--- config.mk ---
export PLATFORM = sky130hd
export DESIGN_NAME = stream_mavg_flat
export DESIGN_NICKNAME = d
export VERILOG_FILES = /design/src/rtl/stream_mavg_if.sv /design/src/rtl/stream_mavg.sv /design/src/flat_wrapper.sv
export SDC_FILE = /design/constraint.sdc
export NUM_CORES = 2
export LEC_CHECK = 0
export CAP_MARGIN = 20
export CORE_MARGIN = 10
export CORE_UTILIZATION = 45
export CTS_BUF_LIST = sky130_fd_sc_hd__clkbuf_16
export DETAILED_ROUTE_END_ITERATION = 16
export PLACE_DENSITY = 0.72
export SLEW_MARGIN = 10
export SYNTH_ARGS = -nofsm -noshare
export SYNTH_HDL_FRONTEND = slang
export SYNTH_SLANG_ARGS = --single-unit
--- constraint.sdc ---
create_clock -name clk -period 7.6 [get_ports clk]
set_input_delay 1.14 -clock clk [delete_from_list [all_inputs] [get_ports clk]]
set_output_delay 1.14 -clock clk [all_outputs]
set_load 0.005 [all_outputs]
--- src/rtl/stream_mavg_if.sv ---
// Handshake bundle for one AXI-Stream-style sample channel.
interface stream_mavg_if #(
    parameter int unsigned DATA_WIDTH = 16
) ();
    logic [DATA_WIDTH-1:0] tdata;
    logic                  tvalid;
    logic                  tready;

    modport master (output tdata, output tvalid, input tready);
    modport slave  (input tdata, input tvalid, output tready);
endinterface

--- src/rtl/stream_mavg.sv ---
// Boxcar moving-average filter: running sum over a circular history buffer,
// averaging length 2^L selectable up to 2^LOG2_MAX_LEN.
module stream_mavg #(
    parameter int unsigned DATA_WIDTH   = 16,
    parameter int unsigned LOG2_MAX_LEN = 8
) (
    input  logic                clk,
    input  logic                resetn,
    input  logic [7:0]          log2_len,
    stream_mavg_if.slave        stream_i,
    stream_mavg_if.master       stream_o
);
    localparam int unsigned Depth = 1 << LOG2_MAX_LEN;
    localparam int unsigned AddrW = LOG2_MAX_LEN;
    localparam int unsigned AccW  = DATA_WIDTH + LOG2_MAX_LEN;

    typedef enum logic {StClear, StRun} state_e;

    state_e                 state_q, state_d;
    logic [7:0]             len_q, len_d, len_req;
    logic [AddrW-1:0]       wp_q, wp_d, clr_cnt_q, clr_cnt_d;
    logic signed [AccW-1:0] acc_q, acc_d, sum;
    logic [DATA_WIDTH-1:0]  tdata_q, tdata_d;
    logic                   tvalid_q, tvalid_d;

    logic [DATA_WIDTH-1:0]  hist_q [Depth];
    logic                   hist_we;
    logic [AddrW-1:0]       hist_waddr;
    logic [DATA_WIDTH-1:0]  hist_wdata;

    logic [AddrW-1:0]       offset, rd_addr;
    logic [DATA_WIDTH-1:0]  old_sample;
    logic                   out_free, in_hs;

    assign len_req = (log2_len > 8'(LOG2_MAX_LEN)) ? 8'(LOG2_MAX_LEN) : log2_len;

    // Full-depth window wraps onto the slot about to be overwritten.
    assign offset     = (len_q == 8'(LOG2_MAX_LEN)) ? '0 : (AddrW'(1) << len_q);
    assign rd_addr    = wp_q - offset;
    assign old_sample = hist_q[rd_addr];

    assign sum = acc_q
               + {{LOG2_MAX_LEN{stream_i.tdata[DATA_WIDTH-1]}}, stream_i.tdata}
               - {{LOG2_MAX_LEN{old_sample[DATA_WIDTH-1]}}, old_sample};

    assign out_free        = !tvalid_q || stream_o.tready;
    assign stream_i.tready = (state_q == StRun) && out_free && (len_req == len_q);
    assign in_hs           = stream_i.tvalid && stream_i.tready;

    assign stream_o.tdata  = tdata_q;
    assign stream_o.tvalid = tvalid_q;

    always_comb begin
        state_d    = state_q;
        len_d      = len_q;
        wp_d       = wp_q;
        clr_cnt_d  = clr_cnt_q;
        acc_d      = acc_q;
        tdata_d    = tdata_q;
        tvalid_d   = tvalid_q;
        hist_we    = 1'b0;
        hist_waddr = wp_q;
        hist_wdata = stream_i.tdata;

        if (tvalid_q && stream_o.tready) begin
            tvalid_d = 1'b0;
        end

        case (state_q)
            StClear: begin
                hist_we    = 1'b1;
                hist_waddr = clr_cnt_q;
                hist_wdata = '0;
                clr_cnt_d  = clr_cnt_q + 1'b1;
                acc_d      = '0;
                wp_d       = '0;
                if (clr_cnt_q == AddrW'(Depth - 1)) begin
                    state_d = StRun;
                end
            end
            StRun: begin
                if (len_req != len_q) begin
                    len_d     = len_req;
                    clr_cnt_d = '0;
                    state_d   = StClear;
                end else if (in_hs) begin
                    hist_we  = 1'b1;
                    wp_d     = wp_q + 1'b1;
                    acc_d    = sum;
                    tdata_d  = DATA_WIDTH'(sum >>> len_q);
                    tvalid_d = 1'b1;
                end
            end
            default: state_d = StClear;
        endcase
    end

    always_ff @(posedge clk or negedge resetn) begin
        if (!resetn) begin
            state_q   <= StClear;
            len_q     <= '0;
            wp_q      <= '0;
            clr_cnt_q <= '0;
            acc_q     <= '0;
            tdata_q   <= '0;
            tvalid_q  <= 1'b0;
        end else begin
            state_q   <= state_d;
            len_q     <= len_d;
            wp_q      <= wp_d;
            clr_cnt_q <= clr_cnt_d;
            acc_q     <= acc_d;
            tdata_q   <= tdata_d;
            tvalid_q  <= tvalid_d;
        end
    end

    // History has no reset; CLEAR defines its contents.
    always_ff @(posedge clk) begin
        if (hist_we) begin
            hist_q[hist_waddr] <= hist_wdata;
        end
    end
endmodule

--- src/flat_wrapper.sv ---
// flat-port wrapper written by rule: the top's interface ports become plain ports
module stream_mavg_flat 
#(
    parameter int unsigned DATA_WIDTH   = 16,
    parameter int unsigned LOG2_MAX_LEN = 8
)
  (clk, resetn, log2_len, stream_i_tdata, stream_i_tvalid, stream_i_tready, stream_o_tdata, stream_o_tvalid, stream_o_tready);
  stream_mavg_if #(.DATA_WIDTH(DATA_WIDTH)) stream_i_i ();
  stream_mavg_if #(.DATA_WIDTH(DATA_WIDTH)) stream_o_i ();
  input  logic clk;
  input  logic resetn;
  input  logic [7:0] log2_len;
  input wire logic [$bits(stream_i_i.tdata)-1:0] stream_i_tdata;
  input wire logic [$bits(stream_i_i.tvalid)-1:0] stream_i_tvalid;
  output wire logic [$bits(stream_i_i.tready)-1:0] stream_i_tready;
  output wire logic [$bits(stream_o_i.tdata)-1:0] stream_o_tdata;
  output wire logic [$bits(stream_o_i.tvalid)-1:0] stream_o_tvalid;
  input wire logic [$bits(stream_o_i.tready)-1:0] stream_o_tready;
  assign stream_i_i.tdata = stream_i_tdata;
  assign stream_i_i.tvalid = stream_i_tvalid;
  assign stream_i_tready = stream_i_i.tready;
  assign stream_o_tdata = stream_o_i.tdata;
  assign stream_o_tvalid = stream_o_i.tvalid;
  assign stream_o_i.tready = stream_o_tready;
  stream_mavg #(.DATA_WIDTH(DATA_WIDTH), .LOG2_MAX_LEN(LOG2_MAX_LEN)) u_core (.clk(clk), .resetn(resetn), .log2_len(log2_len), .stream_i(stream_i_i), .stream_o(stream_o_i));
endmodule
==> out/metrics.cfg <==
[run_status]
status = finished with violations
violations = max-slew violations, negative setup slack

[die]
die_height_um = 623
die_w_um = 623
io_pins = 46
num_rows = 221
initial_core_util_pct = 45.2
core_um2 = 363000
dieArea_um2 = 389000

[worst_setup_path]
crit_path_frequent_cell = buf_4
reg2reg_depth = 33
r2r_start = u_core.len_q[4]
startpoint_type = flip-flop
crit_path_max_fanout = 12
required_ns = 8.45
timing.rr.end = u_core.stream_o.tdata[15]
endpoint_kind = flip-flop
cp_num_buf_inv = 9
r2r_setup_slack_ns = -0.14
critical-path-max-stage-delay_ns = 0.91
critPathKind = reg2reg
slowest_stage = fa_4
cp_top_family = adder cells
crit_arrival_ns = 8.59

[clock_network]
numClockSinks = 4162
numCtsBuffers = 393
cts_root_buffer = clkbuf_16
htree_levels = 5
clk_path_buf_depth = 4
clkTransAtPathRegs_ns = 0.06
cts_tree = done
insertion_delay_ns = 0.97

[timing]
slew_viol_final = 72
timing.fmax_mhz = 129
finalHoldViolCount = 0
rsz0062_at_grt = true
finalSetupViolations = 10
fin_ws_ns = -0.141
relSlewSlack_pct = -6.43
period_share_pct = 102
period_needed_ns = 7.74
skew_ns = 0.0830
worst_pin_slew_ns = 1.60
setup_tns_ns = -0.694

[power_and_ir_drop]
pwr-share-comb_pct = 2.9
power_mw = 45.7
vdd_drop_max_v = 0.000188
switching_share_pct = 20.2
power_density_nw_per_um2 = 235
p_leak_nw = 64.2
p_sw_mw = 9.21
power_frac_clock_pct = 42.8
seq_power_share_pct = 54.3
internal_power_mw = 36.5

[detailed_routing]
vias = 87179
drt_wl_total_um = 437000
dr.pass1.iters = 6
drt_iter0_markers = 12842
antenna_left = 0
wl_per_cell_um = 31.0
drcViolationCount = 0
viasPerCell = 6.19

[synthesis]
synth.distinct_cells = 76
yosys.area.top_type = edfxtp_1
yosys-top-cells-area = edfxtp_1, mux4_2, nand2_1
async_flop_share_pct = 1.59
synth_cells = 7897
syn-num-nets = 7985
synth_top_area_share_pct = 75.1
synth_top_flop_cell = edfxtp_1
syn_area_per_cell_um2 = 20.8
netlist_area_um2 = 164000
synth.ff_latch_count = 4162
synth-edff-count = 4096
seq_area_frac_synth_pct = 76.1
ys_warn_count = 0

[grt]
grt_max_degree = 201
grt-ovfl-total = 0
grt_pass1_wl_um = 628000
grtUsageTotal_pct = 21.7
antenna_found_initial = 13
grt_pass1_vias = 87353

[final_layout]
syn2layout_area_growth_pct = 18.3
drive_gt1_share_pct = 34.2
layout.cells.non_filler = 14088
layout_common_cells = edfxtp_1, mux4_2, buf_4
nNetsFinal = 9040
fin_util_pct = 53.5
layout_commonest_cell = edfxtp_1
fillers = 26539
regArea_um2 = 125000
multiInputGateArea_um2 = 39400

[placed_design]
io_buffers = 45
post-dp-hpwl_um = 257000
place.gp.congestion = 0.930
place_inst = 13259

[run]
cap_violations = 0

[min_path]
hold_class = in2async

## worst max-delay path by stage
stage | startpoint | to | slack [ns] | cells past startpoint
2_1_floorplan | u_core.len_q[1] | u_core.stream_o.tdata[15] | 0.02 | 30
3_3_place_gp | u_core.len_q[4] | u_core.stream_o.tdata[15] | -0.91 | 31
3_5_place_dp | u_core.len_q[4] | u_core.stream_o.tdata[15] | -1.03 | 30
4_1_cts | u_core.len_q[6] | u_core.stream_o.tdata[15] | 0.0003 | 30
5_1_grt | u_core.len_q[4] | u_core.stream_o.tdata[15] | -0.24 | 33
6_report | u_core.len_q[4] | u_core.stream_o.tdata[15] | -0.14 | 33
## worst reg2reg max path, delay by kind of cell (launching register included)
family	cells	cell delay, ns
XOR/XNOR	1	0.20
AND/OR/NAND/NOR	8	1.26
multiplexers	2	0.40
adder cells (fa/ha/maj)	4	1.90
flip-flops	1	0.41
buffers and inverters	9	1.67
AO/OA/AOI/OAI	9	1.78
## registers in the layout, indices dropped and copies added, names as in the netlist
signal,cells
u_core.clr_cnt_q,8
u_core.acc_q,24
u_core.len_q,8
u_core.wp_q,8
u_core.hist_q,4096
u_core.stream_o.tvalid,1
u_core.state_q,1
u_core.stream_o.tdata,16
## per-stage QoR
stage / hold slack [ns] / instance area, um2 / setup slack, ns
global route: 0.449 / 194000 / -0.240
global placement: 0.490 / 177000 / -0.913
finish: 0.364 / 194000 / -0.141
floorplan: 0.473 / 164000 / 0.0185
CTS: 0.381 / 192000 / 0.000344
detailed placement: 0.508 / 177000 / -1.03
## logic make-up (layout without fill, tap and decap cells)
kind of cell	Yosys count	after routing	synth area share [%]
simple gates	1501	1501	3.90
buf+inv	515	1907	1.27
mux	1199	1199	16.1
flops	4162	4162	76.1
compound gates	417	417	1.82
other cells	0	5	0
xor+xnor	43	43	0.230
fa+ha+maj	60	60	0.568
## Yosys cell counts (20+ instances only)
master	instances
edfxtp_1	4096
mux4_2	1155
nand2_1	764
nor2_1	349
clkbuf_1	292
nand3_1	204
a21oi_1	93
and3_1	89
a311oi_1	88
buf_1	87
buf_2	87
dfrtp_1	66
a31oi_1	46
o21ai_0	46
inv_1	42
ha_1	36
mux2i_1	34
xnor2_1	25
fa_1	24
and2_1	20
## per-layer routing
layer	routed length, um	global-route usage (%)	vias up
met5	153	0	-
met1	161000	29.8	45849
met3	49300	5.00	891
met2	209000	34.5	5687
met4	17300	7.10	10
li1	-	-	34742
## power groups by stage
| stage | logic (mW) | registers, mW | clock network (mW) |
|---|---|---|---|
| detailed placement | 1.13 | 25.3 | 0 |
| floorplan | 0.581 | 25.3 | 0 |
| finish | 1.33 | 24.8 | 19.5 |
| global route | 1.40 | 24.8 | 20.6 |
| CTS | 1.22 | 24.8 | 19.7 |
| global placement | 1.13 | 25.3 | 0 |
## cell type report
cell class	count	area share, %
clock buffer	406	5.24
sequential	4162	64.3
antenna	5	0.00645
multi-input combinational	3220	20.3
timing repair buffer	1131	5.63
clock inverter	326	1.35
tap	4794	3.09
inverter	44	0.0852
## what timing repair did
action                                  in CTS  in global routing
hold buffers                                 0                  0
cloned                                      11                 11
setup buffers                               19                 56
endpoints found under the setup margin      27                 18
gates resized for setup                    238                243
pin swaps                                   53                 79
No activity file was read; power rests on OpenSTA's default activity.
